==> config.mk <==
export PLATFORM = sky130hd
export DESIGN_NAME = pcie_queue_ptr_mgr
export DESIGN_NICKNAME = d
export VERILOG_FILES = /design/src/rtl/pcie_queue_ptr_mgr_pkg.sv /design/src/rtl/pcie_queue_ptr_mgr_rr_arbiter.sv /design/src/rtl/pcie_queue_ptr_mgr.sv
export SDC_FILE = /design/constraint.sdc
export NUM_CORES = 2
export LEC_CHECK = 0
export ABC_AREA = 0
export CAP_MARGIN = 10
export CORE_MARGIN = 2
export CORE_UTILIZATION = 52
export DETAILED_ROUTE_END_ITERATION = 8
export PLACE_DENSITY = 0.77
export SYNTH_ARGS = -nofsm -noshare
export SYNTH_HDL_FRONTEND = slang
export SYNTH_HIERARCHICAL = 1
export SYNTH_SLANG_ARGS = --single-unit
==> constraint.sdc <==
create_clock -name pcie_clk -period 5.5 [get_ports pcie_clk]
set_input_delay 1.375 -clock pcie_clk [delete_from_list [all_inputs] [get_ports pcie_clk]]
set_output_delay 1.375 -clock pcie_clk [all_outputs]
set_load 0.01 [all_outputs]
==> src/rtl/pcie_queue_ptr_mgr_pkg.sv <==
// rtl/pcie_queue_ptr_mgr_pkg.sv - shared register map, FSM states and per-queue register type
package pcie_queue_ptr_mgr_pkg;

   localparam int QREG_TAIL    = 0;
   localparam int QREG_HEAD    = 1;
   localparam int QREG_KMEM_LO = 2;
   localparam int QREG_KMEM_HI = 3;
   localparam int QREG_CTRL    = 4;

   localparam int CTRL_ENABLE  = 0;

   typedef struct packed {
      logic [31:0] tail;
      logic [31:0] head;
      logic [31:0] kmem_lo;
      logic [31:0] kmem_hi;
      logic [31:0] ctrl;
   } queue_regs_t;

   typedef enum logic [1:0] {
      ST_IDLE = 2'd0,
      ST_SEL  = 2'd1,
      ST_REQ  = 2'd2,
      ST_WAIT = 2'd3
   } mgr_state_t;

endpackage

==> src/rtl/pcie_queue_ptr_mgr_rr_arbiter.sv <==
// rtl/pcie_queue_ptr_mgr_rr_arbiter.sv - combinational round-robin arbiter, first request at or after base
module rr_arbiter #(
   parameter int N = 16,
   parameter int W = $clog2(N)
) (
   input  logic [N-1:0] req,
   input  logic [W-1:0] base,
   output logic [W-1:0] grant,
   output logic         any_grant
);

   logic [W-1:0] idx;

   // N is a power of two, so the W-bit add wraps the scan around the vector
   always_comb begin
      grant     = '0;
      any_grant = 1'b0;
      idx       = '0;
      for (int i = 0; i < N; i++) begin
         idx = base + W'(i);
         if (!any_grant && req[idx]) begin
            grant     = idx;
            any_grant = 1'b1;
         end
      end
   end

endmodule

==> src/rtl/pcie_queue_ptr_mgr.sv <==
// rtl/pcie_queue_ptr_mgr.sv - per-queue ring pointer registers, PIO access and round-robin DMA snapshot issue
module pcie_queue_ptr_mgr
   import pcie_queue_ptr_mgr_pkg::*;
#(
   parameter int NB_QUEUES       = 16,
   parameter int QIDX_W          = $clog2(NB_QUEUES),
   parameter int RB_AWIDTH       = 16,
   parameter int PCIE_ADDR_WIDTH = 30,
   parameter int PAGE_SHIFT      = 12
) (
   input  logic                       pcie_clk,
   input  logic                       pcie_reset_n,
   input  logic [PCIE_ADDR_WIDTH-1:0] pio_address,
   input  logic                       pio_write,
   input  logic                       pio_read,
   input  logic [511:0]               pio_writedata,
   input  logic [63:0]                pio_byteenable,
   output logic [511:0]               pio_readdata,
   output logic                       pio_readdatavalid,
   input  logic [RB_AWIDTH-1:0]       rb_size,
   output logic                       dma_req_valid,
   input  logic                       dma_req_ready,
   output logic [QIDX_W-1:0]          dma_req_qid,
   output logic [RB_AWIDTH-1:0]       dma_req_head,
   output logic [RB_AWIDTH-1:0]       dma_req_tail,
   output logic [63:0]                dma_req_kmem_addr,
   input  logic                       dma_done,
   input  logic [RB_AWIDTH-1:0]       dma_new_tail
);

   queue_regs_t          regs [NB_QUEUES];
   mgr_state_t           state, state_nx;
   logic [QIDX_W-1:0]    rr_ptr;
   logic [QIDX_W-1:0]    pio_page;
   logic                 page_hit;
   logic [NB_QUEUES-1:0] q_enable;
   logic [QIDX_W-1:0]    arb_grant;
   logic                 arb_any;
   logic                 tail_commit;
   logic [RB_AWIDTH-1:0] commit_tail;
   logic [511:0]         rd_word;
   logic [511:0]         rd_s1;
   logic                 rd_v1;
   logic                 unused_inputs;

   assign pio_page    = pio_address[PAGE_SHIFT +: QIDX_W];
   assign page_hit    = (pio_address >> (PAGE_SHIFT + QIDX_W)) == '0;
   assign tail_commit = (state == ST_WAIT) && dma_done;
   assign commit_tail = dma_new_tail & (rb_size - 1'b1);

   assign unused_inputs = ^{pio_address[PAGE_SHIFT-1:0],
                            pio_writedata[32*QREG_TAIL +: 32],
                            pio_writedata[511:32*(QREG_CTRL+1)],
                            pio_byteenable[4*QREG_TAIL +: 4],
                            pio_byteenable[63:4*(QREG_CTRL+1)]};

   always_comb begin
      q_enable = '0;
      for (int i = 0; i < NB_QUEUES; i++) begin
         q_enable[i] = regs[i].ctrl[CTRL_ENABLE];
      end
   end

   rr_arbiter #(.N(NB_QUEUES), .W(QIDX_W)) u_arb (
      .req       (q_enable),
      .base      (rr_ptr),
      .grant     (arb_grant),
      .any_grant (arb_any)
   );

   // Only whole dwords are written; TAIL is owned by the DMA completion path
   always_ff @(posedge pcie_clk) begin
      if (!pcie_reset_n) begin
         for (int i = 0; i < NB_QUEUES; i++) begin
            regs[i] <= '0;
         end
      end else begin
         if (pio_write && page_hit) begin
            if (&pio_byteenable[4*QREG_HEAD +: 4])
               regs[pio_page].head <= pio_writedata[32*QREG_HEAD +: 32];
            if (&pio_byteenable[4*QREG_KMEM_LO +: 4])
               regs[pio_page].kmem_lo <= pio_writedata[32*QREG_KMEM_LO +: 32];
            if (&pio_byteenable[4*QREG_KMEM_HI +: 4])
               regs[pio_page].kmem_hi <= pio_writedata[32*QREG_KMEM_HI +: 32];
            if (&pio_byteenable[4*QREG_CTRL +: 4])
               regs[pio_page].ctrl <= pio_writedata[32*QREG_CTRL +: 32];
         end
         if (tail_commit)
            regs[dma_req_qid].tail <= 32'(commit_tail);
      end
   end

   always_comb begin
      rd_word = '0;
      if (page_hit) begin
         rd_word[32*QREG_TAIL    +: 32] = regs[pio_page].tail;
         rd_word[32*QREG_HEAD    +: 32] = regs[pio_page].head;
         rd_word[32*QREG_KMEM_LO +: 32] = regs[pio_page].kmem_lo;
         rd_word[32*QREG_KMEM_HI +: 32] = regs[pio_page].kmem_hi;
         rd_word[32*QREG_CTRL    +: 32] = regs[pio_page].ctrl;
      end
   end

   // Registers are sampled in the strobe cycle, so a same-cycle tail commit is not visible
   always_ff @(posedge pcie_clk) begin
      if (!pcie_reset_n) begin
         rd_v1             <= 1'b0;
         rd_s1             <= '0;
         pio_readdatavalid <= 1'b0;
         pio_readdata      <= '0;
      end else begin
         rd_v1             <= pio_read;
         rd_s1             <= rd_word;
         pio_readdatavalid <= rd_v1;
         pio_readdata      <= rd_s1;
      end
   end

   always_comb begin
      state_nx      = state;
      dma_req_valid = 1'b0;
      case (state)
         ST_IDLE: if (|q_enable) state_nx = ST_SEL;
         ST_SEL:  state_nx = arb_any ? ST_REQ : ST_IDLE;
         ST_REQ: begin
            dma_req_valid = 1'b1;
            if (dma_req_ready) state_nx = ST_WAIT;
         end
         ST_WAIT: if (dma_done) state_nx = ST_SEL;
         default: state_nx = ST_IDLE;
      endcase
   end

   always_ff @(posedge pcie_clk) begin
      if (!pcie_reset_n) begin
         state             <= ST_IDLE;
         rr_ptr            <= '0;
         dma_req_qid       <= '0;
         dma_req_head      <= '0;
         dma_req_tail      <= '0;
         dma_req_kmem_addr <= '0;
      end else begin
         state <= state_nx;
         if (state == ST_SEL && arb_any) begin
            dma_req_qid       <= arb_grant;
            dma_req_head      <= regs[arb_grant].head[RB_AWIDTH-1:0];
            dma_req_tail      <= regs[arb_grant].tail[RB_AWIDTH-1:0];
            dma_req_kmem_addr <= {regs[arb_grant].kmem_hi, regs[arb_grant].kmem_lo};
         end
         if (state == ST_REQ && dma_req_ready)
            rr_ptr <= dma_req_qid + QIDX_W'(1);
      end
   end

endmodule

==> reports/metrics.json <==
{
  "sta": {
    "timing_hold_violations_final": 0,
    "holdWs_ns": 0.3571,
    "post-route-period-util_pct": 93.45,
    "max_freq_mhz": 194.6,
    "total_count_of_max_transition_violations_in_the_final_report": 0,
    "rsz_0062_raised_after_global_routing": "false",
    "min_period_ns": 5.140,
    "tightest_slew_ns": 1.276,
    "final-setup-viol-count": 0,
    "finalClockSkew_ns": 0.09729,
    "timing.setup.tns_ns": 0,
    "timing.max_slew.rel_slack_pct": 14.75
  },
  "power": {
    "netSwitchingPower_mw": 11.73,
    "seq_power_share_pct": 47.8,
    "p_leak_nw": 50.71,
    "internal_power_mw": 37.66,
    "ir_drop_uv": 362.9,
    "power_density_nw_per_um2": 333.7,
    "combPwrFrac_pct": 11.3,
    "p_sw_share_pct": 23.75,
    "power.clock.fraction_pct": 40.9
  },
  "critical_path": {
    "worst_r2r_startpoint": "rr_ptr[1]",
    "cpPeakStageDelay_ns": 0.59,
    "crit_path_max_fanout": 37,
    "critPathBufInv": 3,
    "max_stage_delay_cell_worst_path": "mux4_2",
    "worstPathRequired_ns": 6.31,
    "r2r_setup_slack_ns": 0.36,
    "crit_path_start_kind": "register",
    "critPathTopFamily": "multiplexers",
    "worst_r2r_endpoint": "dma_req_tail[2]",
    "ff2ff_path_depth": 16,
    "timing.critical_path.arrival_ns": 5.95,
    "critical_path.endpoint_type": "register",
    "critPathKind": "register to register",
    "path_cells": "inv_1, ha_2, mux4_2, mux2i_1, mux2_2, nand3_4, nor4_4, and2_1, nand3_1, nand4_1, o221a_4, buf_12, buf_12, mux4_2, a22oi_1, o211ai_1"
  },
  "placement": {
    "dpl.cell_count": 11958,
    "dp.final_hpwl_um": 230600,
    "io_buffer_count": 445,
    "finalWeightedCongestion": 0.8663
  },
  "floorplanning": {
    "floorplan.rows": 183,
    "num_io_pins": 1258,
    "fp.dieW_um": 503.2,
    "floorplan.initialDensity_pct": 52.20,
    "floorplan.core_area_um2": 248200,
    "dieHeight_um": 503.2,
    "die-area_um2": 253200
  },
  "hold_path": {
    "min_delay_path_depth": 1,
    "min_from": "rd_s1[48]",
    "min_path_type": "register to register",
    "holdPathEnd": "pio_readdata[48]"
  },
  "synth": {
    "netlist-cell-type-count": 71,
    "synthCells": 8629,
    "ys_async_sr_fraction_pct": 0,
    "postSynthRegisterBits": 2700,
    "seq_area_frac_synth_pct": 59.52,
    "yosys_most_used_dff": "edfxtp_1",
    "syn_area_per_cell_um2": 15.01,
    "synth.cell_area_um2": 129600,
    "synth-warning-count": 150,
    "synth_enable_flop_cells": 2304
  },
  "layout": {
    "layout.cells.non_filler": 12540,
    "drive_above_1_share_pct": 21.36,
    "core_util_final_pct": 59.64,
    "fillers": 17928,
    "final_net_count": 9595,
    "area.sequential_um2": 77110,
    "flow.area_growth_from_synthesis_pct": 14.25,
    "multi_input_area_um2": 48690
  },
  "detailed_routing": {
    "final_ant_viol_nets": 0,
    "drt_first_pass_iters": 6,
    "drc": 0,
    "postRouteWirelength_um": 392600,
    "via_density_per_instance": 6.464,
    "dr_total_vias": 81054,
    "drt-initial-drc-count": 12233,
    "detail_route.wl_per_cell_um": 31.31
  },
  "clock_tree": {
    "cts-hold-fix-buffers": 0,
    "tritoncts": "yes",
    "worst_skew_pair.late_latency_ns": 1.00,
    "h-tree-depth": 5,
    "clk_sink_count": 2700,
    "cts.root.buffer_cell": "clkbuf_16",
    "worst_setup_hold_path_clk_slew_ns": 0.06,
    "post_cts.repair.setup_buffers": 0,
    "cts-root-to-sink-buffers": 4,
    "cts_buffers": 302
  },
  "global_route": {
    "number_of_global_route_vias_before_repair": 81530,
    "number_of_antenna_violations_at_the_first_check_in_global_routing": 60,
    "grt_max_degree": 161,
    "gr-total-overflow": 0,
    "track_usage_pct": 30.62,
    "global_route_wire_length_before_repair_um": 560300
  },
  "run_status": {
    "outcome": "complete, no violations"
  },
  "job": {
    "max_capacitance_violation_count": 0
  }
}
per-layer routing:
layer | share of wire, % | wire, µm | up-vias | global-route usage [%]
met5 | 0.050 | 195 | - | 0
met2 | 47 | 185400 | 6403 | 48.52
met1 | 34 | 134800 | 40928 | 38.81
li1 | - | - | 32482 | -
met4 | 5.4 | 21050 | 32 | 15.75
met3 | 13 | 51190 | 1209 | 8.360
layout make-up:
class	instances	area share, %
tap	3330	2.815
multi-input combinational	5127	32.89
clock inverter	126	0.8900
clock buffer	404	5.732
timing repair buffer	785	5.445
sequential	2700	52.09
inverter	19	0.04987
antenna	49	0.08283
registers in the layout, indices dropped and copies added (netlist names):
register / cells
regs: 2304
pio_readdata: 144
rd_s1: 144
dma_req_kmem_addr: 64
dma_req_head: 16
dma_req_tail: 16
dma_req_qid: 4
rr_ptr: 4
state: 2
pio_readdatavalid: 1
rd_v1: 1
Yosys cell counts (all sizes together), types with 6 or more instances:
| master | instances | area [µm²] |
|---|---|---|
| inv | 19 | 71.32 |
| clkbuf | 601 | 2256 |
| a21oi | 157 | 785.8 |
| nand4 | 7 | 43.79 |
| a211oi | 34 | 355.3 |
| edfxtp | 2304 | 69190 |
| ha | 16 | 200.2 |
| and3 | 7 | 43.79 |
| nor2 | 181 | 679.4 |
| a21boi | 9 | 67.56 |
| or3 | 7 | 43.79 |
| o31ai | 6 | 45.04 |
| mux2i | 128 | 1297 |
| a22oi | 384 | 2883 |
| nor3 | 22 | 110.1 |
| xnor2 | 12 | 105.1 |
| mux4 | 979 | 22050 |
| and2 | 2203 | 13780 |
| nor4 | 64 | 721.9 |
| nor2b | 9 | 56.30 |
| o211ai | 96 | 720.7 |
| dfxtp | 396 | 7928 |
| nor3b | 67 | 503.0 |
| xor2 | 8 | 70.07 |
| mux2 | 17 | 191.4 |
| nand3 | 29 | 162.7 |
| nand2 | 177 | 664.4 |
| o21ai | 22 | 110.1 |
| buf | 549 | 3561 |
| nand2b | 70 | 437.9 |
how the worst max path moves through the flow:
stage | cells past startpoint | slack (ns) | start | to
2_1_floorplan | 20 | 0.006 | rr_ptr[1] | dma_req_head[10]
3_3_place_gp | 15 | 0.34 | rr_ptr[0] | dma_req_tail[2]
3_5_place_dp | 17 | 0.26 | rr_ptr[1] | dma_req_kmem_addr[25]
4_1_cts | 18 | 0.28 | rr_ptr[0] | dma_req_kmem_addr[63]
5_1_grt | 18 | 0.05 | rr_ptr[0] | dma_req_kmem_addr[63]
6_report | 16 | 0.36 | rr_ptr[1] | dma_req_tail[2]
cell families (layout without fill, tap and decap cells):
| logic type | Yosys count | after routing | synth area share (%) |
|---|---|---|---|
| simple gates | 2860 | 2860 | 13.42 |
| flops | 2700 | 2700 | 59.52 |
| buf+inv | 1169 | 1334 | 4.545 |
| mux | 1124 | 1124 | 18.17 |
| compound gates | 739 | 739 | 4.061 |
| xor+xnor | 20 | 20 | 0.1352 |
| fa+ha+maj | 16 | 16 | 0.1545 |
| other cells | 1 | 417 | 0.002894 |
metrics by stage:
step | cell area [µm²] | power, mW | worst slack [ns]
2_1_floorplan | 131000 | 27.61 | 0.005851
3_3_place_gp | 138100 | 29.35 | 0.3424
3_5_place_dp | 138100 | 29.52 | 0.2620
4_1_cts | 147900 | 49.41 | 0.2782
5_1_grt | 148000 | 50.57 | 0.05459
6_report | 148000 | 49.39 | 0.3601
worst reg2reg max path, cell delays in order (launching register included):
cell,delay (ns)
dfxtp_1,0.32
inv_1,0.06
ha_2,0.44
mux4_2,0.59
mux2i_1,0.39
mux2_2,0.29
nand3_4,0.16
nor4_4,0.35
and2_1,0.27
nand3_1,0.12
nand4_1,0.13
o221a_4,0.35
buf_12,0.25
buf_12,0.32
mux4_2,0.59
a22oi_1,0.27
o211ai_1,0.12
power by group through the flow:
stage	Clock, mW	Combinational (mW)	Sequential (mW)
floorplan	0	3.77	23.8
global placement	0	5.42	23.9
detailed placement	0	5.50	24.0
CTS	20.3	5.53	23.6
global route	21.0	5.85	23.7
finish	20.2	5.57	23.6
what timing repair did:
item,4_1_cts,5_1_grt
gates resized for setup,0,2
hold endpoints to repair,0,0
endpoints found under the setup margin,0,41
placed cells by master (no fill, tap or decap), types with 12 or more instances in the layout:
master / n
clkdlybuf4s50_1: 442
nor3b_1: 66
mux2_2: 15
buf_4: 257
o21ai_0: 13
xnor2_1: 12
o211ai_1: 96
clkbuf_16: 314
clkinvlp_4: 13
clkinv_1: 29
diode_2: 49
nor2_1: 180
nand2b_2: 65
buf_12: 83
a22oi_1: 384
bufinv_16: 24
a211oi_1: 14
a21oi_1: 157
clkbuf_8: 29
mux2i_1: 126
clkbuf_1: 61
ha_1: 15
nor3_2: 15
mux4_2: 979
clkinv_2: 44
edfxtp_1: 2304
nand2_1: 177
and2_1: 2200
dfxtp_1: 396
conb_1: 368
a211oi_2: 20
inv_1: 16
nand3_1: 27
nor4_4: 47
No activity file was read; power rests on OpenSTA's default activity.
